`config.mk`:
```
export PLATFORM = sky130hd
export DESIGN_NAME = pc_fetch_unit
export DESIGN_NICKNAME = d
export VERILOG_FILES = /design/src/rtl/pc_fetch_unit_pkg.sv /design/src/rtl/pc_fetch_unit_fifo.sv /design/src/rtl/pc_fetch_unit.sv
export SDC_FILE = /design/constraint.sdc
export NUM_CORES = 1
export LEC_CHECK = 0
export BUFFER_PORTS_ARGS = -buffer_cell sky130_fd_sc_hd__buf_4
export CORE_UTILIZATION = 52
export DETAILED_ROUTE_END_ITERATION = 12
export GPL_TIMING_DRIVEN = 0
export PLACE_DENSITY = 0.82
export REMOVE_ABC_BUFFERS = 1
export SYNTH_ARGS = -nofsm -noshare
export SYNTH_HDL_FRONTEND = slang
export SYNTH_SLANG_ARGS = --single-unit
```
`constraint.sdc`:
```
create_clock -name clk -period 2.1 [get_ports clk]
set_clock_uncertainty 0.2 [all_clocks]
set_input_delay 0.42 -clock clk [delete_from_list [all_inputs] [get_ports clk]]
set_output_delay 0.42 -clock clk [all_outputs]
set_load 0.02 [all_outputs]
```
`src/rtl/pc_fetch_unit_pkg.sv`:
```
// -----------------------------------------------------------------------------
// pc_fetch_unit_pkg
// Purpose : Shared types and constants for the instruction fetch front end.
//           Holds the datapath widths, the PC increment, the default reset PC,
//           the fetch state enumeration and the buffer entry layout.
// Ports   : none (package)
// -----------------------------------------------------------------------------
package pc_fetch_unit_pkg;

    localparam int INSTR_W = 32;
    localparam int ADDR_W  = 32;
    localparam int ENTRY_W = ADDR_W + INSTR_W;

    localparam logic [ADDR_W-1:0] PC_STEP          = 32'd4;
    localparam logic [ADDR_W-1:0] RESET_PC_DEFAULT = 32'h0000_0000;

    typedef enum logic {
        RUN  = 1'b0,
        HALT = 1'b1
    } fetch_state_e;

    // Buffer entry: byte address in the upper half, instruction word below.
    typedef struct packed {
        logic [ADDR_W-1:0]  pc;
        logic [INSTR_W-1:0] instr;
    } fetch_entry_t;

    // Redirect targets are forced onto a word boundary.
    function automatic logic [ADDR_W-1:0] align_pc(input logic [ADDR_W-1:0] a);
        return a & ~(ADDR_W'(3));
    endfunction

endpackage

```
`src/rtl/pc_fetch_unit_fifo.sv`:
```
// -----------------------------------------------------------------------------
// fetch_fifo
// Purpose : Two-entry fetch buffer between the PC/imem stage and decode.
//           The head entry lives in its own register so the consumer sees a
//           registered value; the second entry is held in a tail register and
//           shifted into the head on a pop.
// Ports   : clk       - clock, rising edge
//           reset_n   - synchronous active-low reset
//           i_push    - write i_din at the tail (ignored when full without pop)
//           i_pop     - consume the head (ignored when empty)
//           i_flush   - discard all entries; dominates push and pop
//           i_din     - entry to write {pc, instr}
//           o_head    - head entry {pc, instr}
//           o_full    - buffer holds DEPTH entries
//           o_empty   - buffer holds no entries
// -----------------------------------------------------------------------------
module fetch_fifo
    import pc_fetch_unit_pkg::*;
#(
    parameter int DEPTH = 2
) (
    input  logic               clk,
    input  logic               reset_n,
    input  logic               i_push,
    input  logic               i_pop,
    input  logic               i_flush,
    input  logic [ENTRY_W-1:0] i_din,
    output logic [ENTRY_W-1:0] o_head,
    output logic               o_full,
    output logic               o_empty
);

    localparam logic [1:0] DEPTH_CNT = 2'(DEPTH);

    logic [1:0]         r_count;
    logic [ENTRY_W-1:0] r_head;
    logic [ENTRY_W-1:0] r_tail;
    logic               w_pop;

    assign o_empty = (r_count == 2'd0);
    assign o_full  = (r_count == DEPTH_CNT);
    assign o_head  = r_head;

    // A pop on an empty buffer is dropped so the count cannot underflow.
    assign w_pop   = i_pop && !o_empty;

    always_ff @(posedge clk) begin
        if (!reset_n) begin
            r_count <= 2'd0;
            r_head  <= '0;
            r_tail  <= '0;
        end else if (i_flush) begin
            // Stale data may stay in the registers; only the count matters.
            r_count <= 2'd0;
        end else begin
            case (r_count)
                2'd0: begin
                    if (i_push) begin
                        r_head  <= i_din;
                        r_count <= 2'd1;
                    end
                end
                2'd1: begin
                    if (i_push && w_pop) begin
                        // Single entry replaced in place: count unchanged.
                        r_head <= i_din;
                    end else if (i_push) begin
                        r_tail  <= i_din;
                        r_count <= 2'd2;
                    end else if (w_pop) begin
                        r_count <= 2'd0;
                    end
                end
                default: begin
                    // Full: a push is only accepted alongside a pop.
                    if (w_pop) begin
                        r_head <= r_tail;
                        if (i_push) begin
                            r_tail <= i_din;
                        end else begin
                            r_count <= 2'd1;
                        end
                    end
                end
            endcase
        end
    end

endmodule

```
`src/rtl/pc_fetch_unit.sv`:
```
// -----------------------------------------------------------------------------
// pc_fetch_unit
// Purpose : Instruction fetch front end. Holds the fetch PC, presents it to a
//           combinational instruction memory, and buffers {pc, instr} pairs in
//           a two-entry FIFO toward decode. Supports redirects (branch/jump),
//           which flush the buffer, and a halt state that stops fetching until
//           the next redirect.
// Ports   : clk            - clock, rising edge
//           reset_n        - synchronous active-low reset
//           imem_addr      - fetch byte address (equals current PC)
//           imem_data      - instruction for imem_addr, same cycle
//           redirect_valid - redirect the fetch stream this cycle
//           redirect_pc    - redirect target (low two bits dropped)
//           halt_req       - stop fetching
//           fetch_valid    - head buffer entry valid
//           fetch_ready    - decode accepts head entry
//           fetch_instr    - head entry instruction
//           fetch_pc       - head entry byte address
//           halted         - fetch unit is in HALT
// -----------------------------------------------------------------------------
module pc_fetch_unit
    import pc_fetch_unit_pkg::*;
#(
    parameter logic [31:0] RESET_PC   = RESET_PC_DEFAULT,
    parameter int          FIFO_DEPTH = 2
) (
    input  logic        clk,
    input  logic        reset_n,
    output logic [31:0] imem_addr,
    input  logic [31:0] imem_data,
    input  logic        redirect_valid,
    input  logic [31:0] redirect_pc,
    input  logic        halt_req,
    output logic        fetch_valid,
    input  logic        fetch_ready,
    output logic [31:0] fetch_instr,
    output logic [31:0] fetch_pc,
    output logic        halted
);

    fetch_state_e       r_state;
    fetch_state_e       w_state_nxt;
    logic [ADDR_W-1:0]  r_pc;

    logic               w_push;
    logic               w_pop;
    logic               w_halted;
    logic               w_full;
    logic               w_empty;
    fetch_entry_t       w_din;
    fetch_entry_t       w_head;
    logic [ENTRY_W-1:0] w_head_bits;

    // Stage boundary: PC register -> instruction memory (combinational).
    assign imem_addr   = r_pc;
    assign w_din.pc    = r_pc;
    assign w_din.instr = imem_data;

    // A redirect cancels any handshake in the same cycle.
    assign w_pop = fetch_valid && fetch_ready && !redirect_valid;

    always_ff @(posedge clk) begin
        if (!reset_n) begin
            r_state <= RUN;
        end else begin
            r_state <= w_state_nxt;
        end
    end

    always_comb begin
        w_state_nxt = r_state;
        w_push      = 1'b0;
        w_halted    = (r_state == HALT);
        case (r_state)
            RUN: begin
                if (redirect_valid) begin
                    w_state_nxt = RUN;
                end else if (halt_req) begin
                    w_state_nxt = HALT;
                end else begin
                    // Enqueue when there is room now or a slot frees this cycle.
                    w_push = !w_full || w_pop;
                end
            end
            HALT: begin
                // halt_req has no effect here; only a redirect resumes.
                if (redirect_valid) begin
                    w_state_nxt = RUN;
                end
            end
            default: begin
                w_state_nxt = RUN;
            end
        endcase
    end

    always_ff @(posedge clk) begin
        if (!reset_n) begin
            r_pc <= RESET_PC;
        end else if (redirect_valid) begin
            r_pc <= align_pc(redirect_pc);
        end else if (w_push) begin
            // Natural 32-bit wrap from FFFF_FFFC to 0000_0000.
            r_pc <= r_pc + PC_STEP;
        end
    end

    // Stage boundary: fetch buffer -> decode (registered head).
    fetch_fifo #(
        .DEPTH (FIFO_DEPTH)
    ) u_fifo (
        .clk     (clk),
        .reset_n (reset_n),
        .i_push  (w_push),
        .i_pop   (w_pop),
        .i_flush (redirect_valid),
        .i_din   (w_din),
        .o_head  (w_head_bits),
        .o_full  (w_full),
        .o_empty (w_empty)
    );

    assign w_head      = fetch_entry_t'(w_head_bits);
    assign fetch_valid = !w_empty;
    assign fetch_pc    = w_head.pc;
    assign fetch_instr = w_head.instr;
    assign halted      = w_halted;

endmodule

```
==> out/results.tsv <==
stage	metric	value	unit
die	coreArea	0.01282	sq mm
timing	hold_viol	0	
power_and_ir_drop	power_frac_comb	0.126	
die	num_rows	41	
logic_synthesis	ys_seq_elements	157	
clock_network	cts-buffers-inserted	17	
logic_synthesis	yosysWarnings	0	
global_routing	grt_pass1_wl	30.22	mm
power_and_ir_drop	switching_share	0.2549	
place	dpl_cell_area	0.008214	sq mm
routing	routedLengthMet1	8.603	mm
setup_path	cp_max_fo	7	
routing	dr_wl_met3	1.392	mm
place	io_buffers	160	
routing	viasPerCell	5.776	
worst_hold_path	hp-class	in -> reg	
die	die_h	117.4	um
clock_network	cts_tree	built	
timing	finalCriticalPeriod	2.043	ns
final_layout	final_area	0.009116	sq mm
logic_synthesis	netlist_area	0.006927	sq mm
setup_path	cp_slowest_stage_delay	0.43	ns
setup_path	slowest_stage	nor4_2	
routing	drt-pass1-iter-count	7	
clock_network	clock_sinks	157	
die	chipWidth	117.4	um
power_and_ir_drop	total_power	7.334	mW
run_status	run_status	complete, no violations	
final_layout	num_antenna_cells	0	
clock_network	clock_latency	0.42	ns
power_and_ir_drop	seq_power_share	0.441	
power_and_ir_drop	peakVddDrop	580.9	uV
setup_path	worst-path-buf-inv	0	
final_layout	drive_gt1_frac	0.2606	
routing	drt_iter0_markers	627	
logic_synthesis	synth-edff-count	0	
routing	topRoutingLayerUsed	met4	
clock_network	root_buffer	clkbuf_16	
global_routing	grt_max_degree	98	
die	design.die.area	0.01379	sq mm
final_layout	fin_nets	1029	
power_and_ir_drop	pwr-share-clk	0.433	
logic_synthesis	syn-mean-instance-area	8.478	sq um
place	gp_congestion	0.8031	
logic_synthesis	synthArstFlopShare	0	
setup_path	crit_family	simple AND/OR/NAND/NOR gates	
global_routing	grt_pass1_vias	5928	
timing	worst_slew_pin_slew	0.6150	ns
place	place_hpwl	11.38	mm
timing	setup_viol	0	
timing	maxSlewViolCount	0	
routing	drc	0	
timing	relSlewSlack	0.5895	
die	initial_utilization	0.5401	
timing	fmax	489.5	MHz
setup_path	worstSetupStartpointType	flip-flop	
clock_network	hold_buffers	0	
routing	wl_per_cell	16.80	um
setup_path	cp-end-kind	flip-flop	
setup_path	worstPathRequired	2.21	ns
routing	antenna_left	0	
flow_run	max-cap-violations	0	
global_routing	grt_util_all_layers	0.2719	
routing	drt-total-wl	19.20	mm
final_layout	synthToLayoutAreaGrowth	31.61	%
power_and_ir_drop	internal_power	5.465	mW
clock_network	clockBufferDepth	2	
power_and_ir_drop	p_sw	1.870	mW
clock_network	cts.clk_slew.worst_paths	0.06	ns
final_layout	layout_commonest_cell	buf_4	
routing	vias	6602	
power_and_ir_drop	p_per_area	804.5	mW/mm^2
clock_network	htree_levels	4	
global_routing	grt.overflow.total	0	
timing	post-route-period-util	0.9729	
logic_synthesis	synthesis.instances	817	
routing	wl_met2	8.928	mm
power_and_ir_drop	leakage	3.419	nW
setup_path	critical_path_class	reg -> reg	
setup_path	crit_chain	ha_4, nand4_1, nor4_2, nand3_1, and3_1, o21a_1	
final_layout	final_cell_mix	176 x buf_4, 167 x nand2_1, 150 x dfxtp_1, 78 x a21oi_1, 74 x nor2_1	
setup_path	cp_data_arrival_time	2.15	ns
logic_synthesis	synth_flop_cell	dfxtp_1	
logic_synthesis	yosysSeqAreaShare	0.4538	
die	io_pins	167	
logic_synthesis	synth.distinct_cells	58	
global_routing	antenna_found_initial	0	
==> metrics by stage <==
stage               setup TNS, ns  utilization  setup WS [ns]  hold WS [ns]  cells
finish                          0       0.7108        0.05692       0.04943   1143
global route             -0.02377       0.7108       -0.01671       0.04654   1143
CTS                      -0.06812       0.7060       -0.06812       0.04079   1140
detailed placement         -74.04       0.6405        -0.7019        0.2461   1091
global placement          -848.90       0.6220         -8.169        0.2408   1082
floorplan                 -516.57            -         -5.184        0.2360    750
==> final timing paths <==
check	startpoint	to	cells after the start	slack, ns
worst max-delay path	imem_addr[3]	imem_addr[18]	6	0.06
worst max register to register	imem_addr[3]	imem_addr[18]	6	0.06
worst min register to register	u_fifo.r_tail[53]	u_fifo.r_tail[53]	2	0.25
worst min-delay path	imem_data[27]	u_fifo.r_tail[27]	3	0.05
==> final cells by class <==
| type | instances | area (sq um) |
|---|---|---|
| Clock buffer | 21 | 470.5 |
| Clock inverter | 10 | 137.6 |
| Fill cell | 1000 | 3709 |
| Inverter | 8 | 35.03 |
| Multi-Input combinational cell | 587 | 3505 |
| Sequential cell | 157 | 3157 |
| Tap cell | 172 | 215.2 |
| Timing Repair Buffer | 188 | 1597 |
==> cell usage after synthesis, drive strengths merged (7+ instances only) <==
| cell | instances | area (sq um) |
|---|---|---|
| nand4 | 20 | 140.1 |
| buf | 39 | 259.0 |
| nand3 | 13 | 75.07 |
| dfxtp | 157 | 3143 |
| nor2 | 78 | 295.3 |
| xor2 | 8 | 70.07 |
| nand2 | 167 | 626.9 |
| a21oi | 78 | 390.4 |
| inv | 7 | 26.27 |
| mux2i | 59 | 590.6 |
| a31oi | 10 | 62.56 |
| nor3 | 10 | 77.57 |
| o21ai | 17 | 85.08 |
| clkbuf | 31 | 118.9 |
| a211oi | 59 | 442.9 |
==> metal layers <==
metal | global-route usage | up-vias
li1 | - | 3166
met1 | 0.3636 | 3124
met2 | 0.4331 | 285
met3 | 0.06712 | 27
met4 | 0.07792 | 0
met5 | 0 | -
==> registers in the layout, indices dropped and copies added (netlist names) <==
name            cells
halted              1
imem_addr          30
u_fifo.o_head      62
u_fifo.r_count      2
u_fifo.r_tail      62
==> cell families (layout without fill, tap and decap cells) <==
family / count (synthesis) / in the layout / share of synthesized area
compound gates: 200 / 200 / 0.1852
xor+xnor: 8 / 8 / 0.01012
fa+ha+maj: 1 / 1 / 0.001806
buf+inv: 78 / 227 / 0.05889
flops: 157 / 157 / 0.4538
mux: 63 / 63 / 0.09176
other cells: 1 / 4 / 0.0005414
simple gates: 309 / 311 / 0.1980
==> power groups by stage <==
stage / Clock, mW / Combinational, mW / Sequential [mW]
floorplan: 0 / 0.335 / 3.42
global placement: 0 / 0.874 / 3.29
detailed placement: 0 / 0.886 / 3.29
CTS: 3.20 / 0.915 / 3.23
global route: 3.34 / 0.992 / 3.25
finish: 3.18 / 0.923 / 3.23
==> what timing repair did <==
item	CTS	global route
pin swaps	6	3
gates resized for setup	12	15
buffers inserted	15	4
cloned	3	0
setup endpoints to repair	155	62
==> worst min-delay path: cells and delay by family <==
family                 cells  cell delay, ns
buffers and inverters      1            0.11
AND/OR/NAND/NOR            1            0.05
AO/OA/AOI/OAI              1            0.05
(Power assumes the default switching activity.)
